## src/rtl/mux_piso_sequencer_pkg.sv

```systemverilog
// -----------------------------------------------------------------------------
// mux_piso_sequencer_pkg
// Shared definitions for the parallel-in/serial-out sequencer and its mux.
//   - WORD_W / SEL_W : word width and select width of the 8:1 mux
//   - state_t        : sequencer FSM state (idle / shifting a word)
//   - beat_sel()     : maps a beat index to the mux select for a bit order
// -----------------------------------------------------------------------------
package mux_piso_sequencer_pkg;

    localparam int WORD_W = 8;
    localparam int SEL_W  = 3;

    localparam logic [SEL_W-1:0] SEL_MAX = '1;

    typedef enum logic {
        ST_IDLE  = 1'b0,
        ST_SHIFT = 1'b1
    } state_t;

    // Beat index -> mux select. LSB-first walks the word upward; MSB-first
    // mirrors the index. The subtraction stays in SEL_W bits and never wraps
    // because cnt never exceeds SEL_MAX.
    function automatic logic [SEL_W-1:0] beat_sel(input logic [SEL_W-1:0] cnt,
                                                  input bit               msb_first);
        return msb_first ? (SEL_MAX - cnt) : cnt;
    endfunction

endpackage

```

## src/rtl/mux_piso_sequencer_mux8x1.sv

```systemverilog
// -----------------------------------------------------------------------------
// mux8x1
// Plain combinational 8:1 single-bit multiplexer.
//   din  [7:0] : data word
//   sel  [2:0] : bit index to forward
//   dout       : din[sel]
// -----------------------------------------------------------------------------
module mux8x1
    import mux_piso_sequencer_pkg::*;
(
    input  logic [WORD_W-1:0] din,
    input  logic [SEL_W-1:0]  sel,
    output logic              dout
);

    assign dout = din[sel];

endmodule

```

## src/rtl/mux_piso_sequencer.sv

```systemverilog
// -----------------------------------------------------------------------------
// mux_piso_sequencer
// Accepts one 8-bit word over a valid/ready handshake and streams it out one
// bit per output handshake by stepping the select of an 8:1 mux.
//
// Parameters
//   MSB_FIRST  : 0 = bit 0 first (sel 0..7), 1 = bit 7 first (sel 7..0)
//   IDLE_LEVEL : level on out_bit while no word is in flight
//
// Ports
//   clk       : rising-edge clock
//   rst       : synchronous reset, active high
//   in_valid  : upstream word available
//   in_ready  : word can be accepted this cycle
//   in_data   : parallel word, sampled on in_valid && in_ready
//   out_bit   : current serial bit
//   out_valid : out_bit is valid
//   out_ready : downstream takes out_bit this cycle
//   out_last  : current bit is the 8th of the word
//   busy      : a word is in flight
//   sel_dbg   : select currently driven into the mux
// -----------------------------------------------------------------------------
module mux_piso_sequencer
    import mux_piso_sequencer_pkg::*;
#(
    parameter bit   MSB_FIRST  = 1'b0,
    parameter logic IDLE_LEVEL = 1'b0
)
(
    input  logic              clk,
    input  logic              rst,
    input  logic              in_valid,
    output logic              in_ready,
    input  logic [WORD_W-1:0] in_data,
    output logic              out_bit,
    output logic              out_valid,
    input  logic              out_ready,
    output logic              out_last,
    output logic              busy,
    output logic [SEL_W-1:0]  sel_dbg
);

    state_t             state_q, state_d;
    logic [WORD_W-1:0]  data_q,  data_d;
    logic [SEL_W-1:0]   cnt_q,   cnt_d;
    logic [SEL_W-1:0]   sel;
    logic               mux_out;
    logic               shifting;
    logic               last_beat;
    logic               beat;
    logic               accept;

    // -------------------------------------------------------------------------
    // Handshake qualifiers. in_ready opens during the last beat only when that
    // beat is actually taken, so a follow-on word loads with no bubble.
    // -------------------------------------------------------------------------
    assign shifting  = (state_q == ST_SHIFT);
    assign last_beat = shifting && (cnt_q == SEL_MAX);
    assign beat      = shifting && out_ready;
    assign in_ready  = (state_q == ST_IDLE) || (last_beat && out_ready);
    assign accept    = in_valid && in_ready;

    // -------------------------------------------------------------------------
    // Next-state / datapath
    // -------------------------------------------------------------------------
    always_comb begin
        // NOTE: every variable gets a hold value first so no path through the
        // case leaves it unassigned; without this the block infers latches.
        state_d = state_q;
        data_d  = data_q;
        cnt_d   = cnt_q;

        unique case (state_q)
            ST_IDLE: begin
                if (accept) begin
                    data_d  = in_data;
                    cnt_d   = '0;
                    state_d = ST_SHIFT;
                end
            end

            ST_SHIFT: begin
                if (beat) begin
                    if (cnt_q != SEL_MAX) begin
                        cnt_d = cnt_q + 1'b1;
                    end else if (accept) begin
                        // Last bit leaves while the next word loads.
                        data_d = in_data;
                        cnt_d  = '0;
                    end else begin
                        cnt_d   = '0;
                        state_d = ST_IDLE;
                    end
                end
            end

            default: begin
                state_d = ST_IDLE;
                cnt_d   = '0;
            end
        endcase
    end

    // -------------------------------------------------------------------------
    // State registers
    // -------------------------------------------------------------------------
    // NOTE: registers are written with non-blocking assignments so every flop
    // samples the pre-edge value regardless of statement order.
    always_ff @(posedge clk) begin
        if (rst) begin
            state_q <= ST_IDLE;
            cnt_q   <= '0;
            // NOTE: the data word is an ordinary register, not a memory, so it
            // is cleared too; the mux then never forwards an unknown bit.
            data_q  <= '0;
        end else begin
            state_q <= state_d;
            cnt_q   <= cnt_d;
            data_q  <= data_d;
        end
    end

    // -------------------------------------------------------------------------
    // Bit selection and outputs (combinational from registers, no latency)
    // -------------------------------------------------------------------------
    assign sel = beat_sel(cnt_q, MSB_FIRST);

    mux8x1 u_mux (
        .din  (data_q),
        .sel  (sel),
        .dout (mux_out)
    );

    assign out_bit   = shifting ? mux_out : IDLE_LEVEL;
    assign out_valid = shifting;
    assign out_last  = last_beat;
    assign busy      = shifting;
    assign sel_dbg   = sel;

endmodule

```

## config.mk

```make
export PLATFORM = sky130hd
export DESIGN_NAME = mux_piso_sequencer
export DESIGN_NICKNAME = d
export VERILOG_FILES = /design/src/rtl/mux_piso_sequencer_pkg.sv /design/src/rtl/mux_piso_sequencer_mux8x1.sv /design/src/rtl/mux_piso_sequencer.sv
export SDC_FILE = /design/constraint.sdc
export NUM_CORES = 1
export LEC_CHECK = 0
export ABC_AREA = 1
export BUFFER_PORTS_ARGS = -buffer_cell sky130_fd_sc_hd__buf_2
export CORE_AREA = 4 4 46 48
export CTS_CLUSTER_SIZE = 25
export DETAILED_ROUTE_END_ITERATION = 8
export DIE_AREA = 0 0 50 52
export PLACE_DENSITY = 0.69
export SLEW_MARGIN = 10
export SYNTH_ARGS = -nofsm -noshare
export SYNTH_HDL_FRONTEND = slang
export SYNTH_HIERARCHICAL = 1
export SYNTH_SLANG_ARGS = --single-unit
```

## constraint.sdc

```tcl
create_clock -name clk -period 1.3 [get_ports clk]
set_input_delay 0.26 -clock clk [delete_from_list [all_inputs] [get_ports clk]]
set_output_delay 0.26 -clock clk [all_outputs]
set_load 0.05 [all_outputs]
```

==> metrics.txt <==
status=complete, but fails checks; failing checks=setup timing; # IOs=20; PortBufs=19; Area growth, synth to finish=51.6%; Setup Viol. Count Final=6; area of the mapped netlist=~720 um2; GRT Util Overall=between 10% and 20%; fin cells=about 170; critical path arrival=1.30 ns; worst endpoint required time=1.04 ns; crit path kind=reg -> out; site row count=15; metal2 WL=approximately 1000 um; final net count=157; Antenna diodes=0; Core Area=about 1700 um2; type of the worst min-delay path=in -> reg; Root Buffer=clkbuf_4; worst rel slew slack=69.2%; DRT antenna net count=0; type of origin of the critical path=flip-flop; Initial Util=between 40% and 50%; r2r setup slk=-0.17 ns; Reg clk slew, reported paths=0.09 ns; Least-Margin Pin Slew=about 0.46 ns; Syn Inst Count=116; Placed Cells=160; Critical Path Fanout Max=7; PwrDens=925 nW/um2; WL final=1860 um; CTS Buf Count=3; wl on met1=784 um; unrepaired setup endpoints after global routing=true; cell taking the most area after synthesis=dfxtp_1; WL met3=around 65 um; worst skew pair latency=roughly 0.27 ns; Setup crit end kind=primary output; share of the synthesized area in the top cell type=33.3%; Avg Inst Size Synth=6.22 um2; Hold-fix buffers, CTS=0; Fin. Hold Viols=0; Detail Placement HPWL=1220 um; most frequent cells in the layout=nand2_1, inv_1, buf_2; maximum number of pins on one net before global-route repair=19; TritonCTS Sinks=12; height of the die=52 um; CP Launch Point=sel_dbg[0]$_SDFFE_PP0P_; share of cells above drive strength 1=45.1%; register area share after synthesis=33.3%; Residual DRC=0; GPL Wtd Cong=0.804; maxcap violations=0; Worst R2R Start=sel_dbg[0]$_SDFFE_PP0P_; highest clock rate=between 0.6 and 0.7 GHz; remaining global-route overflow=0; max layer used=met4; Tcrit/Tclk final=120%; htree depth=1; DR iter-0 viols=7; CTS Buffer Depth=2; post-route worst setup slack=-0.263 ns; Yosys cell types=17; vias in the first global route=642; die width=50 um; initial antenna violation count=0; Post-Synthesis Net Count=130; hold path startpoint=rst; Synth Register Bits=12; Worst Skew=0.00526 ns; commonest non-fill, non-tap cell in the layout=nand2_1; synth warn=6; Pre-antenna DRT Iters=4; via/cell ratio=4.56; LEAKAGE=0.533 nW; largest cells by area after synthesis=dfxtp_1, nand2_1, inv_1, nand3_1, a21oi_1; Peak VDD IR=0.650 mV; Avg WL per Cell=about 11 um; WHS=0.172 ns; Final Max Slew Viols=0; TritonCTS clock tree=built; min Tclk post-route=1.56 ns; first-pass GRT wire length=2660 um; vias=762; die footprint=about 2600 um2
[cell usage after synthesis]
| master | instances |
|---|---|
| a21oi_1 | 11 |
| buf_2 | 1 |
| buf_4 | 2 |
| buf_6 | 1 |
| buf_8 | 1 |
| clkinv_1 | 1 |
| dfxtp_1 | 12 |
| ha_1 | 2 |
| inv_1 | 25 |
| inv_2 | 1 |
| nand2_1 | 30 |
| nand2_2 | 1 |
| nand2_4 | 1 |
| nand3_1 | 15 |
| nand4_1 | 1 |
| nor2_1 | 10 |
| nor3_1 | 1 |
[logic make-up (layout without fill, tap and decap cells)]
| family | count (synthesis) | in the layout | synth area share, % |
|---|---|---|---|
| and+or+nand+nor | 59 | 59 | 35.2 |
| buffers and inverters | 32 | 58 | 20.4 |
| DFF | 12 | 12 | 33.3 |
| AOI/OAI and AO/OA | 11 | 11 | 7.63 |
| adders and majority gates | 2 | 2 | 3.47 |
[registers in the layout (all words and copies together) (netlist names)]
| name | count |
|---|---|
| busy | 1 |
| data_q | 8 |
| sel_dbg | 3 |
[layout make-up]
class                      instances  area, um2
sequential                        12        253
fill                             157        613
tap                               25       31.3
multi-input combinational         72        449
timing repair buffer              27        214
inverter                          27        111
clock buffer                       4       36.3
[timing repair]
item,CTS,global route
buffers inserted,0,3
pin swaps,0,5
setup endpoints to repair,8,14
resized for setup,9,33
gates cloned,0,1
[power by group]
part           internal (mW)  switching (mW)
logic                  0.118           0.167
clock network          0.170           0.136
registers              0.391          0.0302
total                  0.680           0.333
[path summary, 6_finish.rpt]
kind                        endpoint  cells after the start
max                          out_bit                      9
max reg2reg   data_q[1]$_SDFFE_PP0P_                     10
min reg2reg   data_q[6]$_SDFFE_PP0P_                      2
min          sel_dbg[1]$_SDFFE_PP0P_                      2
[per-stage QoR]
step	worst slack (ns)	utilization, %	power [mW]	cell area (um2)	TNS (ns)
floorplan	-0.0464	-	0.596	774	-0.401
global placement	-0.0120	51.9	0.638	887	-0.0120
detailed placement	-0.0329	51.9	0.642	887	-0.0509
CTS	-0.257	55.6	0.956	950	-0.800
global route	-0.368	64.1	1.06	1090	-1.96
finish	-0.263	64.1	1.01	1090	-1.27
[worst max-delay path: stages (launching register included)]
cell and delay (ns):
dfxtp_4 0.38, inv_4 0.08, nand2_1 0.05, nand3_1 0.07
nand2_1 0.05, nand2_1 0.05, nand2_1 0.05, nand2_2 0.07
clkinvlp_4 0.08, buf_8 0.15
[per-layer routing]
metal	global-route usage (%)	vias to the layer above
met5	0	-
met4	6.91	0
met3	2.01	2
met2	22.4	13
met1	16.6	346
li1	-	401
Power figures use the tool's default switching activity.
